==> config.mk <==
export PLATFORM = sky130hd
export DESIGN_NAME = instr_prefetch_queue
export DESIGN_NICKNAME = d
export VERILOG_FILES = /design/src/rtl/instr_prefetch_queue.sv
export SDC_FILE = /design/constraint.sdc
export NUM_CORES = 1
export LEC_CHECK = 0
export ABC_AREA = 1
export ABC_CLOCK_PERIOD_IN_PS = 8250
export CORE_ASPECT_RATIO = 0.5
export CORE_MARGIN = 2
export CORE_UTILIZATION = 47
export DETAILED_ROUTE_END_ITERATION = 6
export HOLD_SLACK_MARGIN = 0.02
export PLACE_DENSITY_LB_ADDON = 0.05
export SLEW_MARGIN = 5
export SYNTH_ARGS = -nofsm -noshare
export SYNTH_HDL_FRONTEND = slang
export SYNTH_SLANG_ARGS = --single-unit
==> constraint.sdc <==
create_clock -name clk -period 8.25 [get_ports clk]
set_clock_uncertainty 0.1 [all_clocks]
set_input_delay 1.65 -clock clk [delete_from_list [all_inputs] [get_ports clk]]
set_output_delay 1.65 -clock clk [all_outputs]
set_load 0.02 [all_outputs]
==> src/rtl/instr_prefetch_queue.sv <==
`default_nettype none
// ============================================================================
// Module   : instr_prefetch_queue
// Brief    : Ring of prefetched instructions between instruction memory and
//            decode; flushes and drops stale responses on a redirect.
// Revision : 1.0 - initial release
// ============================================================================
module instr_prefetch_queue #(
    parameter int unsigned     XLEN     = 32,
    parameter int unsigned     DEPTH    = 4,
    parameter logic [XLEN-1:0] RESET_PC = '0
) (
    input  logic                       clk,
    input  logic                       reset,
    input  logic                       redirect_en,
    input  logic [XLEN-1:0]            redirect_addr,
    output logic                       imem_req,
    output logic [XLEN-1:0]            imem_addr,
    input  logic                       imem_gnt,
    input  logic                       imem_rvalid,
    input  logic [31:0]                imem_rdata,
    output logic                       id_valid,
    output logic [31:0]                id_instr,
    output logic [XLEN-1:0]            id_pc,
    input  logic                       id_ready,
    output logic [$clog2(DEPTH+1)-1:0] count
);

    localparam int unsigned     c_PTR_W      = $clog2(DEPTH);
    localparam int unsigned     c_CNT_W      = $clog2(DEPTH + 1);
    localparam int unsigned     c_OCC_W      = c_CNT_W + 2;
    localparam logic [31:0]     c_NOP        = 32'h0000_0013;
    localparam logic [XLEN-1:0] c_ALIGN_MASK = ~XLEN'(3);
    localparam logic [XLEN-1:0] c_PC_STEP    = XLEN'(4);
    localparam logic [XLEN-1:0] c_RESET_PC   = RESET_PC & c_ALIGN_MASK;

    // Control state
    logic [XLEN-1:0]    fetch_pc_q,  fetch_pc_d;
    logic [c_PTR_W-1:0] alloc_ptr_q, alloc_ptr_d;
    logic [c_PTR_W-1:0] fill_ptr_q,  fill_ptr_d;
    logic [c_PTR_W-1:0] head_ptr_q,  head_ptr_d;
    logic [c_CNT_W-1:0] res_cnt_q,   res_cnt_d;
    logic [c_CNT_W-1:0] fil_cnt_q,   fil_cnt_d;
    logic [c_CNT_W-1:0] drop_cnt_q,  drop_cnt_d;
    logic [DEPTH-1:0]   filled_q,    filled_d;

    // Slot payload
    logic [XLEN-1:0]    pc_q    [DEPTH];
    logic [XLEN-1:0]    pc_d    [DEPTH];
    logic [31:0]        instr_q [DEPTH];
    logic [31:0]        instr_d [DEPTH];

    logic [c_OCC_W-1:0] w_occ;
    logic [c_CNT_W-1:0] w_pending;
    logic               w_grant;
    logic               w_fill;
    logic               w_drop;
    logic               w_pop;
    logic               w_retire;

    // Every issued request owns either a reserved slot or a drop credit,
    // so the sum below is the true occupancy seen by the memory side.
    always_comb begin
        w_occ     = c_OCC_W'(res_cnt_q) + c_OCC_W'(fil_cnt_q) + c_OCC_W'(drop_cnt_q);
        w_pending = drop_cnt_q + res_cnt_q;
        imem_req  = ~reset & ~redirect_en & (w_occ < c_OCC_W'(DEPTH));
        imem_addr = fetch_pc_q;
        w_grant   = imem_req & imem_gnt;
        w_drop    = imem_rvalid & (drop_cnt_q != '0);
        w_fill    = imem_rvalid & (drop_cnt_q == '0) & (res_cnt_q != '0);
        w_retire  = imem_rvalid & (w_pending != '0);
    end

    always_comb begin
        id_valid = filled_q[head_ptr_q];
        id_instr = c_NOP;
        id_pc    = '0;
        if (id_valid) begin
            id_instr = instr_q[head_ptr_q];
            id_pc    = pc_q[head_ptr_q];
        end
        w_pop = id_valid & id_ready;
        count = fil_cnt_q;
    end

    always_comb begin
        fetch_pc_d  = fetch_pc_q;
        alloc_ptr_d = alloc_ptr_q;
        fill_ptr_d  = fill_ptr_q;
        head_ptr_d  = head_ptr_q;
        res_cnt_d   = res_cnt_q;
        fil_cnt_d   = fil_cnt_q;
        drop_cnt_d  = drop_cnt_q;
        filled_d    = filled_q;
        pc_d        = pc_q;
        instr_d     = instr_q;

        if (redirect_en) begin
            // In-flight requests become drop credits; a response arriving
            // this very cycle retires one of them immediately.
            fetch_pc_d  = redirect_addr & c_ALIGN_MASK;
            alloc_ptr_d = '0;
            fill_ptr_d  = '0;
            head_ptr_d  = '0;
            res_cnt_d   = '0;
            fil_cnt_d   = '0;
            filled_d    = '0;
            drop_cnt_d  = w_pending - c_CNT_W'(w_retire);
        end else begin
            if (w_grant) begin
                pc_d[alloc_ptr_q] = fetch_pc_q;
                alloc_ptr_d       = alloc_ptr_q + 1'b1;
                fetch_pc_d        = fetch_pc_q + c_PC_STEP;
            end
            if (w_drop) begin
                drop_cnt_d = drop_cnt_q - 1'b1;
            end
            if (w_fill) begin
                instr_d[fill_ptr_q]  = imem_rdata;
                filled_d[fill_ptr_q] = 1'b1;
                fill_ptr_d           = fill_ptr_q + 1'b1;
            end
            if (w_pop) begin
                filled_d[head_ptr_q] = 1'b0;
                head_ptr_d           = head_ptr_q + 1'b1;
            end
            res_cnt_d = res_cnt_q + c_CNT_W'(w_grant) - c_CNT_W'(w_fill);
            fil_cnt_d = fil_cnt_q + c_CNT_W'(w_fill) - c_CNT_W'(w_pop);
        end
    end

    always_ff @(posedge clk or posedge reset) begin
        if (reset) begin
            fetch_pc_q  <= c_RESET_PC;
            alloc_ptr_q <= '0;
            fill_ptr_q  <= '0;
            head_ptr_q  <= '0;
            res_cnt_q   <= '0;
            fil_cnt_q   <= '0;
            drop_cnt_q  <= '0;
            filled_q    <= '0;
        end else begin
            fetch_pc_q  <= fetch_pc_d;
            alloc_ptr_q <= alloc_ptr_d;
            fill_ptr_q  <= fill_ptr_d;
            head_ptr_q  <= head_ptr_d;
            res_cnt_q   <= res_cnt_d;
            fil_cnt_q   <= fil_cnt_d;
            drop_cnt_q  <= drop_cnt_d;
            filled_q    <= filled_d;
        end
    end

    // Payload is qualified by filled_q, so it needs no reset.
    always_ff @(posedge clk) begin
        pc_q    <= pc_d;
        instr_q <= instr_d;
    end

endmodule
`default_nettype wire

Word level (Yosys, flattened, before mapping)
Cells that the tools add are included.
- equal/unequal tests: 0
- divide/modulo/power cells: 0
- bitwise operators: 16
- multiply operators: 0
- add/sub/neg operators: 13
- reductions and logical operators: 14
- muxes and demuxes: 36
- shift operators: 0
- magnitude comparators: 10
- operator list (operator ; count):
    32-bit two-way mux ; 10
    128-bit bitwise mux ; 2
    32-bit binary-select mux with 2-bit select ; 2
    32-bit demux with 2-bit select ; 2
    32-bit by 3-bit adder with 32-bit output (second input constant) ; 1
    4-bit two-way mux ; 4
    2-bit two-way mux ; 6
    3-bit two-way mux ; 4
    3-bit >= comparator (second input constant) ; 3
    2-bit NOT with 3-bit output ; 3
    3-bit nonzero test ; 3
    3-bit by 1-bit subtractor with 3-bit output ; 3
    1-bit bitwise AND ; 8
    2-bit nonzero test ; 4
    2-bit by 1-bit adder with 2-bit output (second input constant) ; 3
    3-bit by 1-bit adder with 3-bit output ; 2
    2-bit by 3-bit < comparator with 1-bit output (second input constant) ; 2
    3-bit by 1-bit < comparator with 1-bit output (second input constant) ; 2
    4-bit by 3-bit adder with 5-bit output ; 1
    5-bit by 3-bit < comparator with 1-bit output (second input constant) ; 1
    3-bit by 3-bit adder with 4-bit output ; 1
    4-bit bitwise AND ; 1
    1-bit demux with 2-bit select ; 2
    2-bit by 1-bit >= comparator with 1-bit output (second input constant) ; 2
    10 further kinds ; 17
- bits of input ports: 70
- memories kept: 0
- output and inout bits: 101
- bits in writable memories: 0
- ROM bits: 0
- latch bits: 0
- register bits: 307
- logic and storage cells: 105

Longest topological paths before layout
- word-level depth: 10
- gate-level depth with buffers: 17

Least setup slack after synthesis
Ideal clock, no wire load.
- path kind: input to register
- start: in reset
- end: reg pc_q[100] (netlist bit), enable pin
- data arrival time: 4.793 ns
- slack: 2.940 ns
- path buffers: 1
- required time: 7.733 ns
- cell stages on the path: 6
- cell sequence: inv_1 -> nand2_1 -> a211oi_4 -> nand3_4 -> buf_2 -> nor2_1
- word-level cells in the longest chain between the ends: 5
- ends and longest elaborated chain (element ; line ; text):
    start: declaration ; 14 ; input logic reset,
    1-bit NOT ; 66 ; imem_req = ~reset & ~redirect_en & (w_occ < c_OCC_W'(DEPTH));
    1-bit bitwise AND (2 in a row) ; 66 ;
    1-bit bitwise AND ; 68 ; w_grant = imem_req & imem_gnt;
    2-bit AND reduction (no line) ; - ;
    end signal: assignment ; 156 ; pc_q <= pc_d;
    end: declaration ; 48 ; logic [XLEN-1:0] pc_q [DEPTH];
No other way between the ends.
A chain may end at the register's enable or synchronous reset.

Worst setup path in the final report
- start: reg head_ptr_q[0]
- end: out id_pc[21]
- word-level cells in the longest chain between the ends: 5
- elaborated cells on any way between the ends: 7
- those cells by class: 6 x mux; 1 x bitwise
- ends and longest elaborated chain (element ; line ; text):
    start: declaration ; 41 ; logic [c_PTR_W-1:0] head_ptr_q, head_ptr_d;
    start signal: assignment ; 146 ; head_ptr_q <= head_ptr_d;
    2-bit NOT with 3-bit output (implied by the code) ; 80 ; id_pc = pc_q[head_ptr_q];
    32-bit binary-select mux with 2-bit select ; 80 ;
    32-bit two-way mux (implied by the code) (2 in a row) ; 80 ;
    32-bit two-way mux (*) ; 78 ; if (id_valid) begin
    end: declaration ; 24 ; output logic [XLEN-1:0] id_pc,
Mark *: on every way between the ends. The rest lies on a longest branch, timed or not. The select of a mux whose other input is x is not followed.

==> results.yml <==
power:
  power_frac_comb_pct: 17.0
  leakage_nw: 6.45
  p_sw_share_pct: 27.9
  power_switching_w: 0.00109
  p_int_w: 0.00281
  clkPwrFrac_pct: 35.3
  powerDensity_nw_per_um2: 239
  irDropWorstVdd_mv: 0.150
  seqPwrFrac_pct: 47.7
cells_and_area:
  final_nets: 1518
  final_common_cell: "edfxtp_1"
  layout-drive-gt1-share_pct: 5.83
  final_core_util_pct: 58.5
  final_cell_count_no_fill: 1823
  final_cell_mix: "edfxtp_1, nand2_1, nor2_1"
  syn2layout_area_growth_pct: 21.8
placed_design:
  port_buffers: 164
  dp.cells: 1770
  place_ws_ns: 3.19
  gp_congestion: 0.823
  dp.final_hpwl_um: 19100
logic_synthesis:
  synth_top_family_by_area: "simple AND/OR/NAND/NOR gates"
  ys_top_cells_by_area: "edfxtp_1, dfrtp_1, nand2_1, o21ai_0, nor2_1"
  synthAdderAreaFrac_pct: 3.14
  yosysSeqAreaShare_pct: 64.8
  yosys.area.top_type_share_pct: 55.7
  avgSynthCellArea_um2: 10.5
  synth_simple_gate_area_share_pct: 15.2
  synth.distinct_cells: 37
  synth_compound_area_share_pct: 9.35
  yosysWarnings: 0
  synth_mux_area_share_pct: 0
  synth_seq_cells: 297
  postSynthCellCount: 1274
  syn-cell-area_um2: 13400
  synth_largest_area_cell: "edfxtp_1"
  synthXorXnorAreaFrac_pct: 1.11
worst_hold_path:
  min_path_type: "flip-flop to flip-flop"
  hold_depth: 2
critical_path:
  critPathSlowestCell: "and2_2"
  crit_path_end_kind: "primary output"
  crit_type: "flip-flop to primary output"
  path_max_fanout: 62
  rr_worst_depth: 13
  max_stage_delay_ns: 0.83
  worstPathRequired_ns: 6.50
  arrival_ns: 3.84
  crit_chain: "inv_4, nand2_1, nand3_1, and2_2, buf_4, nand2_1, inv_1, clkdlybuf4s50_1"
  start_kind: "flip-flop"
  cp_common_cell: "nand2_1"
clock_tree:
  h-tree-depth: 1
  post_cts_buffers: 0
  cts_tree: "done"
  clk_latency_ns: 0.56
  clockBufferDepth: 3
  cts-root-buf: "clkbuf_16"
  clkTransAtPathRegs_ns: 0.07
  cts_hold_buf: 0
  cts_sinks: 297
  numCtsBuffers: 28
  ctsResizeCount: 0
sta:
  layout_setup_ws_ns: 2.66
  timing.slew.headroom_pct: 29.0
  period_needed_ns: 5.59
  max_freq_mhz: 179
  slew_violations: 0
  worst_pin_slew_ns: 1.06
  setup_viol: 0
  final_hold_viol_count: 0
  tns_ns: 0
  rsz0062_at_grt: "no"
  period_share_pct: 67.8
route:
  vias_per_cell: 5.24
  drt_first_pass_iters: 5
  drc: 0
  ant_nets: 0
  wl_um: 32200
  vias: 9546
  drt_iter0_drc: 569
  wl_per_cell_um: 17.6
global_route:
  grt_overflow_total: 0
  track_usage_pct: 21.5
  antenna_found_initial: 0
  grt_start_max_net_pins: 99
  grt_pass1_vias: 9353
  grt_pass1_wl_um: 49800
die:
  core_area_um2: 27900
  fp.dieW_um: 243
  rows: 43
  die_area_um2: 29900
  initial_core_util_pct: 48.0
  die_h_um: 123
  io_pins: 171
flow_run:
  drv_cap: 0
run_status:
  outcome: "finished clean"
## final cells by class
cell class,count,area (um2)
Fill cell,2406,11600
Tap cell,382,478
Timing Repair Buffer,178,1740
Multi-Input combinational cell,779,3920
Antenna cell,1,2.50
Sequential cell,297,8680
Clock buffer,41,779
Clock inverter,11,199
Inverter,134,505
## state kept, by name, indices dropped and copies added (netlist names)
| signal | flops |
|---|---|
| instr_q | 128 |
| pc_q | 120 |
| imem_addr | 30 |
| filled_q | 4 |
| count | 3 |
| drop_cnt_q | 3 |
| res_cnt_q | 3 |
| alloc_ptr_q | 2 |
| fill_ptr_q | 2 |
| head_ptr_q | 2 |
## cell usage after synthesis, drive strengths merged
master / n
edfxtp: 248
nand2: 242
nor2: 186
o21ai: 152
inv: 134
nand3: 60
o22ai: 59
dfrtp: 49
buf: 37
clkbuf: 30
ha: 24
a21oi: 9
xor2: 9
xnor2: 8
fa: 6
nand4: 6
nand3b: 3
o221ai: 3
and2: 2
o31ai: 2
a211oi: 1
conb: 1
nor3: 1
o211ai: 1
o21bai: 1
## power groups by stage
stage          Clock [W]  Sequential [W]  Combinational (W)
2_1_floorplan          0         0.00187           0.000388
3_3_place_gp           0         0.00188           0.000651
3_5_place_dp           0         0.00189           0.000667
4_1_cts          0.00141         0.00186           0.000672
5_1_grt          0.00147         0.00187           0.000742
6_report         0.00138         0.00186           0.000663
## worst paths after layout
kind | start | end | slack, ns
max | head_ptr_q[0] | id_pc[21] | 2.66
min | filled_q[0] | filled_q[0] | 0.39
max reg2reg | res_cnt_q[1] | res_cnt_q[2] | 4.39
min reg2reg | filled_q[0] | filled_q[0] | 0.39
max in group asynchronous | reset | head_ptr_q[0] | 6.00
min in group asynchronous | reset | imem_addr[17] | 1.52
## per-layer routing
metal	vias up	GRT usage (%)	part of all wire, %
met5	-	0	0
met4	0	4.98	1.7
met3	43	3.65	5.8
met2	248	37.2	48
met1	4662	28.8	45
li1	4593	-	-
## critical path: cells and delay by family (launching register included)
| kind | cells | cell delay (ns) |
|---|---|---|
| flops | 1 | 0.73 |
| simple gates | 4 | 1.10 |
| buf+inv | 4 | 1.42 |
## cells by family (layout without fill, tap and decap cells)
kind of cell	after synthesis	after routing
buffers and inverters	201	364
and+or+nand+nor	500	500
xor gates and xnor gates	17	17
adders and majority gates	30	30
other	1	5
DFF	297	297
AOI/OAI and AO/OA	228	228
## stage by stage
step	cell area, um2	total power, W	hold slack (ns)
after global routing	16300	0.00408	0.423
after floorplan	13400	0.00226	0.352
after CTS	16300	0.00394	0.395
final	16300	0.00390	0.390
after global placement	15300	0.00254	0.373
after detailed placement	15300	0.00256	0.379
Note: power is estimated with default switching activity, not from simulation.
